<file path="src/rtl/sobel_stream_unit.sv">
// rtl/sobel_stream_unit.sv - streaming 3x3 Sobel engine with line buffers and valid/ready handshakes
module sobel_stream_unit #(
  parameter int IMG_W = 64,
  parameter int IMG_H = 64,
  parameter int PIX_W = 8
) (
  input  logic             clock,
  input  logic             reset,
  input  logic             inicia,
  input  logic [1:0]       modo,
  input  logic [PIX_W-1:0] limiar,
  input  logic [PIX_W-1:0] in_dados,
  input  logic             in_valido,
  output logic             in_pronto,
  output logic [PIX_W-1:0] out_dados,
  output logic             out_valido,
  input  logic             out_pronto,
  output logic             ocupado,
  output logic             fim_imagem
);

  localparam int CW = $clog2(IMG_W);
  localparam int RW = $clog2(IMG_H);
  localparam int AW = PIX_W + 4;

  typedef enum logic [1:0] {IDLE, RUN, FLUSH, DONE} state_t;

  state_t           state, state_nx;
  logic [CW-1:0]    col;
  logic [RW-1:0]    row;
  logic [1:0]       modo_r;
  logic [PIX_W-1:0] limiar_r;
  logic [PIX_W-1:0] lb1 [IMG_W];
  logic [PIX_W-1:0] lb2 [IMG_W];
  logic [PIX_W-1:0] win_a [3];
  logic [PIX_W-1:0] win_b [3];
  logic [PIX_W-1:0] col_new [3];
  logic             accept, take, last_pix, load;
  logic [AW-1:0]    gx_pos, gx_neg, gy_pos, gy_neg, abs_gx, abs_gy, mag;
  logic signed [AW-1:0] gx, gy;
  logic [PIX_W-1:0] result;

  function automatic logic [AW-1:0] ext(input logic [PIX_W-1:0] p);
    return {4'b0000, p};
  endfunction

  function automatic logic [PIX_W-1:0] sat(input logic [AW-1:0] v);
    return (|v[AW-1:PIX_W]) ? {PIX_W{1'b1}} : v[PIX_W-1:0];
  endfunction

  assign accept   = in_valido && in_pronto;
  assign take     = out_valido && out_pronto;
  assign last_pix = (row == RW'(IMG_H - 1)) && (col == CW'(IMG_W - 1));
  assign load     = accept && (row >= RW'(2)) && (col >= CW'(2));

  always_ff @(posedge clock or posedge reset) begin
    if (reset) state <= IDLE;
    else       state <= state_nx;
  end

  always_comb begin
    state_nx = state;
    case (state)
      IDLE:  if (inicia) state_nx = RUN;
      RUN:   if (accept && last_pix) state_nx = FLUSH;
      FLUSH: if (!out_valido || out_pronto) state_nx = DONE;
      DONE:  state_nx = IDLE;
      default: state_nx = IDLE;
    endcase
  end

  // in_pronto looks through to out_pronto so a taken result frees the slot in the same cycle
  always_comb begin
    in_pronto  = (state == RUN) && !(out_valido && !out_pronto);
    ocupado    = (state == RUN) || (state == FLUSH);
    fim_imagem = (state == DONE);
  end

  always_ff @(posedge clock or posedge reset) begin
    if (reset) begin
      col        <= '0;
      row        <= '0;
      modo_r     <= '0;
      limiar_r   <= '0;
      out_dados  <= '0;
      out_valido <= 1'b0;
      for (int i = 0; i < 3; i++) begin
        win_a[i] <= '0;
        win_b[i] <= '0;
      end
    end else begin
      if (state == IDLE && inicia) begin
        col      <= '0;
        row      <= '0;
        modo_r   <= modo;
        limiar_r <= limiar;
      end else if (accept) begin
        if (col == CW'(IMG_W - 1)) begin
          col <= '0;
          row <= row + RW'(1);
        end else begin
          col <= col + CW'(1);
        end
      end
      if (accept) begin
        for (int i = 0; i < 3; i++) begin
          win_a[i] <= win_b[i];
          win_b[i] <= col_new[i];
        end
      end
      if (load) begin
        out_dados  <= result;
        out_valido <= 1'b1;
      end else if (take) begin
        out_valido <= 1'b0;
      end
    end
  end

  // line buffers are always written before being read within a frame, so no reset
  always_ff @(posedge clock) begin
    if (accept) begin
      lb2[col] <= lb1[col];
      lb1[col] <= in_dados;
    end
  end

  // window p[r][c]: c=0 win_a, c=1 win_b, c=2 the column entering this cycle
  always_comb begin
    col_new[0] = lb2[col];
    col_new[1] = lb1[col];
    col_new[2] = in_dados;
    gx_pos = ext(col_new[0]) + (ext(col_new[1]) << 1) + ext(col_new[2]);
    gx_neg = ext(win_a[0]) + (ext(win_a[1]) << 1) + ext(win_a[2]);
    gy_pos = ext(win_a[2]) + (ext(win_b[2]) << 1) + ext(col_new[2]);
    gy_neg = ext(win_a[0]) + (ext(win_b[0]) << 1) + ext(col_new[0]);
    gx     = signed'(gx_pos - gx_neg);
    gy     = signed'(gy_pos - gy_neg);
    abs_gx = gx[AW-1] ? AW'(-gx) : AW'(gx);
    abs_gy = gy[AW-1] ? AW'(-gy) : AW'(gy);
    mag    = abs_gx + abs_gy;
    case (modo_r)
      2'b00:   result = sat(mag);
      2'b01:   result = (mag > ext(limiar_r)) ? {PIX_W{1'b1}} : '0;
      2'b10:   result = sat(abs_gx);
      default: result = sat(abs_gy);
    endcase
  end

endmodule

</file>
<file path="config.mk">
export PLATFORM = sky130hd
export DESIGN_NAME = sobel_stream_unit
export DESIGN_NICKNAME = d
export VERILOG_FILES = /design/src/rtl/sobel_stream_unit.sv
export SDC_FILE = /design/constraint.sdc
export NUM_CORES = 1
export LEC_CHECK = 0
export CAP_MARGIN = 15
export CORE_ASPECT_RATIO = 0.5
export CORE_MARGIN = 8
export CORE_UTILIZATION = 57
export DETAILED_ROUTE_END_ITERATION = 8
export HOLD_SLACK_MARGIN = 0.03
export MAX_ROUTING_LAYER = met4
export PLACE_DENSITY = 0.82
export SLEW_MARGIN = 25
export SYNTH_ARGS = -nofsm -noshare
export SYNTH_HDL_FRONTEND = slang
export SYNTH_SLANG_ARGS = --single-unit
export TNS_END_PERCENT = 5
</file>
<file path="constraint.sdc">
create_clock -name clock -period 9.05 [get_ports clock]
set_input_delay 1.3575 -clock clock [delete_from_list [all_inputs] [get_ports clock]]
set_output_delay 1.3575 -clock clock [all_outputs]
set_load 0.01 [all_outputs]
</file>
==> results of run 1 <==
## sequential cells by signal, summed over array words and instances, names as in the netlist
name	count
out_dados	8
lb1	512
limiar_r	8
modo_r	2
win_b	24
out_valido	1
state	2
win_a	24
row	6
lb2	512
col	6
## stage by stage
stage | setup TNS [ns] | worst slack [ns] | util, % | instance area, sq um | hold slack, ns
after floorplan | 0 | 0.00392 | - | 44100 | 0.439
after global placement | 0 | 0.260 | 61.7 | 47500 | 0.448
after detailed placement | 0 | 0.0748 | 61.7 | 47500 | 0.460
after CTS | 0 | 0.0277 | 65.7 | 50600 | 0.477
after global routing | -1.17 | -0.184 | 66.3 | 51000 | 0.498
final | 0 | 0.124 | 66.3 | 51000 | 0.472
## cells in the final DEF (no fill, tap or decap), types with 19 or more instances in the layout
cell / n
ha_1: 54
a31oi_1: 70
a22o_1: 73
nand4_1: 29
buf_12: 24
nor2_1: 106
clkbuf_1: 23
fa_1: 62
nand2_1: 133
dfrtp_1: 78
o21ai_0: 58
a41oi_1: 31
buf_4: 263
a221oi_1: 70
edfxtp_1: 1024
a21oi_1: 41
inv_1: 126
a22oi_1: 371
clkdlybuf4s50_1: 26
clkinv_2: 19
clkbuf_16: 95
## synthesized netlist by cell type, drive strengths merged, types with 3 or more instances
library cell,number
edfxtp,1024
a22oi,371
nand2,137
inv,127
clkbuf,108
nor2,108
dfrtp,81
a31oi,76
a22o,73
a221oi,72
o21ai,65
fa,63
ha,54
buf,52
a21oi,46
a41oi,33
nand4,29
nor4,25
nand3,24
xnor2,20
nor3,15
xor2,15
a211oi,10
nand2b,10
o21a,10
a221o,8
and3,8
a21o,7
nor2b,6
or3,6
a2111oi,5
nor3b,5
o211ai,5
mux2i,4
nand3b,4
or2,4
or4,4
a211o,3
and2,3
mux2,3
o221ai,3
o31ai,3
## final cells by class
class | count | area share [%]
inverter | 127 | 0.936
timing repair buffer | 328 | 5.62
sequential | 1105 | 64.2
multi-input combinational | 1359 | 20.6
clock buffer | 117 | 4.73
clock inverter | 56 | 1.27
tap | 1036 | 2.54
antenna | 7 | 0.0343
## cells by family after synthesis
kind of cell               synth area share, %
AOI/OAI and AO/OA                         13.6
and+or+nand+nor                           4.29
DFF                                       74.3
xor gates and xnor gates                 0.729
adders and majority gates                 4.39
buffers and inverters                     2.49
muxes                                    0.176
## per-layer routing
metal  wire length [um]  part of all wire [%]
met5                  0                     0
met1              42800                    31
met2              60800                    44
met3              24100                    17
met4              10500                   7.6
## worst reg2reg max path, delay by kind of cell, from the launching register on
family	cells	cell delay [ns]
AO/OA/AOI/OAI	9	2.07
adder cells (fa/ha/maj)	5	2.04
buffers and inverters	10	1.44
flip-flops	1	0.51
multiplexers	1	0.15
AND/OR/NAND/NOR	9	2.54
## worst max path at each step
stage | from | endpoint | slack, ns | cells after the start
2_1_floorplan | col[1] | out_dados[7] | 0.004 | 31
4_1_cts | col[2] | out_dados[7] | 0.03 | 35
3_5_place_dp | col[1] | out_dados[7] | 0.07 | 35
6_report | col[2] | out_dados[7] | 0.12 | 34
3_3_place_gp | col[2] | out_dados[7] | 0.26 | 33
5_1_grt | col[1] | out_dados[7] | -0.18 | 36
## timing repair
action / 4_1_cts / 5_1_grt
buffers inserted: 0 / 22
hold endpoints to repair: 0 / 0
resized for setup: 1 / 40
cloned: 0 / 3
pin swaps: 0 / 12
endpoints found under the setup margin: 1 / 8
==> impl_metrics.tcl, run 1 <==
set metrics [dict create \
    critPathKind "flip-flop to flip-flop" \
    cp-end-kind "flip-flop" \
    met2_usage_pct 45.0 \
    clkTransAtPathRegs_ns 0.08 \
    hold_buffers 0 \
    outcome "finished with violations" \
    reg2reg_depth 34 \
    synth_area_leaders "edfxtp_1 70%, a22oi_1 6.3%, dfrtp_1 4.6%, fa_1 2.9%, ha_1 1.5%" \
    num_vias 29700 \
    worst_slew_margin_rel_pct 23.7 \
    max_freq_ghz 0.112 \
    drc_errors 4 \
    cts.root.buffer_cell "clkbuf_16" \
    violations "design-rule violations" \
    worstHoldPathType "flip-flop to flip-flop" \
    grt_util_all_layers_pct 29.7 \
    syn_nets 2891 \
    grt_pass1_wl_um 187000 \
    hold_violations 0 \
    r2r_start "col[2]" \
    dp_hpwl_um 76500 \
    maxSlewViolCount 0 \
    path_delay_family "simple AND/OR/NAND/NOR gates" \
    async_flop_share_pct 7.33 \
    worstHoldStart "win_b[13]" \
    synth_area_per_cell_sq_um 16.0 \
    synthesis.instances 2751 \
    antenna_left 0 \
    fp.dieArea_sq_mm 0.0871 \
    ys_types 78 \
    viasPerCell 7.19 \
    antenna_found_initial 6 \
    hold_path_depth 2 \
    core_sq_mm 0.0769 \
    cpMostUsedCell "buf_4" \
    seq_area_sq_mm 0.0328 \
    r2r_setup_slack_ns 0.12 \
    dpl.cell_count 3930 \
    clkLatencyLatePin_ns 0.70 \
    multi_input_comb_area_sq_mm 0.0105 \
    cpPeakStageDelay_ns 0.62 \
    crit_fanout 18 \
    syn_area_sq_mm 0.0441 \
    overflow 0 \
    finClkSkew_ns 0.0583 \
    htree_levels 3 \
    r2r_end "out_dados[7]" \
    synth_edf_count 1024 \
    die_w_um 409 \
    grt_busiest_layer "met2" \
    synth_top_cell_area_share_pct 69.7 \
    use_met3_pct 9.70 \
    worst-path-buf-inv 10 \
    io_buffers 34 \
    crit_path_start_kind "flip-flop" \
    final-instance-count-excl-fill 4135 \
    grt_max_degree 67 \
    critPathSlowestCell "or4b_2" \
    initial_utilization_pct 57.3 \
    finalWirelength_um 138000 \
    hold_end "win_a[13]" \
    synth_top_area_cell "edfxtp_1" \
    n_fill_cell 4500 \
    grt_util_met1_pct 35.6 \
    synth-seq-cells 1105 \
    core.rowCount 72 \
    ioPinCount 35 \
    wl_per_cell_um 33.4 \
    syn_to_final_growth_pct 15.7 \
    tightest_slew_ns 1.14 \
    clk_path_buf_depth 3 \
    grt_pass1_vias 28800 \
    synth_ff_type "edfxtp_1" \
    critical_path_arrival_ns 9.46 \
    finalSetupViolCount 0 \
    period_share_pct 98.6 \
    cts_tree "yes" \
    fin_nets 3153 \
    numCtsBuffers 92 \
    yosysWarnings 0 \
    max-cap-violations 0 \
    die_h_um 213 \
    first_pass_iters 9 \
    globalplace.congestion 0.963 \
    numClockSinks 1105 \
    min_period_ns 8.93 \
    drt_iter0_markers 5903 \
    layout-drive-gt1-share_pct 16.5 \
    required_ns 9.58 \
    yosysSeqAreaShare_pct 74.3 \
]
Power of run 1 is left out: the tool's default activity adds up to more than one toggle a clock period on the data nets, which glitch-free logic cannot reach.
==> run 2, diff against run 1 <==
- CORE_UTILIZATION: 57 -> 60
- clock period: 9.05 -> 11.2 ns (I/O delays scaled with it)
==> impl_metrics.tcl, run 2 (synthesis gave the netlist of run 1 again) <==
set metrics [dict create \
    critPathKind "flip-flop to flip-flop" \
    path_delay_family "compound AO/OA/AOI/OAI gates" \
    r2r_end "out_dados[7]" \
    antenna_left 0 \
    max-cap-violations 0 \
    maxSlewViolCount 0 \
    die_h_um 208 \
    grt_pass1_wl_um 179000 \
    fin_area_sq_mm 0.0495 \
    first_pass_iters 7 \
    crit_fanout 37 \
    wl_per_cell_um 31.5 \
    period_share_pct 94.9 \
    hold_end "win_a[12]" \
    core_sq_mm 0.0730 \
    wl_met2_um 54300 \
    worst_slew_margin_rel_pct 20.3 \
    fp.dieArea_sq_mm 0.0830 \
    max_freq_ghz 0.0941 \
    numCtsBuffers 92 \
    hold_buffers 0 \
    required_ns 11.74 \
    viasPerCell 7.15 \
    min_period_ns 10.62 \
    cp-end-kind "flip-flop" \
    finalSetupViolCount 0 \
    clk_path_buf_depth 3 \
    wl_met3_um 20800 \
    r2r_setup_slack_ns 0.58 \
    critical_path_arrival_ns 11.16 \
    top_regs "lb1 x512, lb2 x512" \
    crit_path_start_kind "flip-flop" \
    cts.root.buffer_cell "clkbuf_16" \
    io_buffers 34 \
    initial_utilization_pct 60.5 \
    worstHoldStart "win_b[12]" \
    wl_met1_um 40700 \
    cpMostUsedCell "fa_1" \
    cpPeakStageDelay_ns 0.85 \
    worstHoldPathType "flip-flop to flip-flop" \
    numClockSinks 1105 \
    hold_violations 0 \
    drc_errors 0 \
    clkTransAtPathRegs_ns 0.08 \
    final_cell_mix "1024 x edfxtp_1, 371 x a22oi_1, 133 x nand2_1" \
    highest_layer "met4" \
    hold_path_depth 2 \
    reg2reg_depth 31 \
    tightest_slew_ns 1.18 \
    antenna_found_initial 2 \
    fin_tns_setup_ns 0 \
    finalWirelength_um 123000 \
    fin_nets 2992 \
    overflow 0 \
    clkLatencyLatePin_ns 0.68 \
    post_cts_buffers 0 \
    cts_resized 0 \
    num_vias 27900 \
    grt_setup_unrepaired "false" \
    die_w_um 399 \
    mostFrequentLayoutCell "edfxtp_1" \
    globalplace.congestion 0.932 \
    drt_iter0_markers 4953 \
    syn_to_final_growth_pct 12.1 \
    r2r_start "col[1]" \
    finClkSkew_ns 0.0372 \
    grt_util_all_layers_pct 29.9 \
    htree_levels 3 \
    grt_pass1_vias 27600 \
    dp_hpwl_um 70500 \
    core.rowCount 70 \
    critPathSlowestCell "nor3b_2" \
    outcome "complete, no violations" \
    cts_tree "yes" \
    grt_max_degree 82 \
    place_area_sq_mm 0.0462 \
    ioPinCount 35 \
    worst-path-buf-inv 4 \
    layout-drive-gt1-share_pct 11.4 \
]
-- run 2: changes by cell type in the layout (fill, tap and decap cells not counted), moves of 5 or more --
cell | previous run | this run
bufinv_16 | 11 | 17
diode_2 | 7 | 2
buf_12 | 24 | 8
clkinvlp_4 | 1 | 12
clkbuf_1 | 23 | 12
a31oi_2 | 6 | 0
nor4_1 | 17 | 22
buf_4 | 263 | 124
clkinv_2 | 19 | 14
a31oi_1 | 70 | 76
-- run 2: how the worst max path moves through the flow --
stage	end	slack [ns]	cells after the start	start
final	out_dados[7]	0.58	31	col[1]
after global routing	out_dados[7]	0.17	31	col[1]
after CTS	out_dados[7]	1.0	31	col[1]
after detailed placement	out_dados[7]	1.07	31	col[1]
after global placement	out_dados[7]	1.24	31	col[1]
after floorplan	out_dados[7]	1.76	32	col[1]
-- run 2: per-layer routing --
metal	track usage, %	vias up
met5	-	-
met4	14.1	0
met3	9.91	483
met2	43.6	2758
met1	38.0	13500
li1	-	11200
-- run 2: worst register-to-register path, delay by kind of cell, from the launching register on --
| family | cells | cell delay (ns) |
|---|---|---|
| buffers and inverters | 4 | 0.76 |
| AND/OR/NAND/NOR | 4 | 1.99 |
| flip-flops | 1 | 0.64 |
| AO/OA/AOI/OAI | 15 | 3.84 |
| multiplexers | 2 | 0.68 |
| adder cells (fa/ha/maj) | 6 | 2.55 |
-- run 2: layout make-up --
type                    count  area [sq um]
flip-flops and latches   1105         32800
fillers                  4242         23500
multi-input cells        1359         10300
clock buffers             106          2400
repair buffers            167          1400
well taps                 972          1220
clock inverters            67           856
inverters                 127           478
diodes                      2          5.00
-- run 2: through the flow --
stage                     util, %  setup slack (ns)  hold WS (ns)  instances
after floorplan                 -              1.76         0.439       2751
after global placement       63.3              1.24         0.447       3730
after detailed placement     63.3              1.07         0.460       3730
after CTS                    67.8             0.995         0.482       3903
after global routing         67.8             0.174         0.503       3905
final                        67.8             0.575         0.481       3905
Power of run 2 is left out for the same reason.
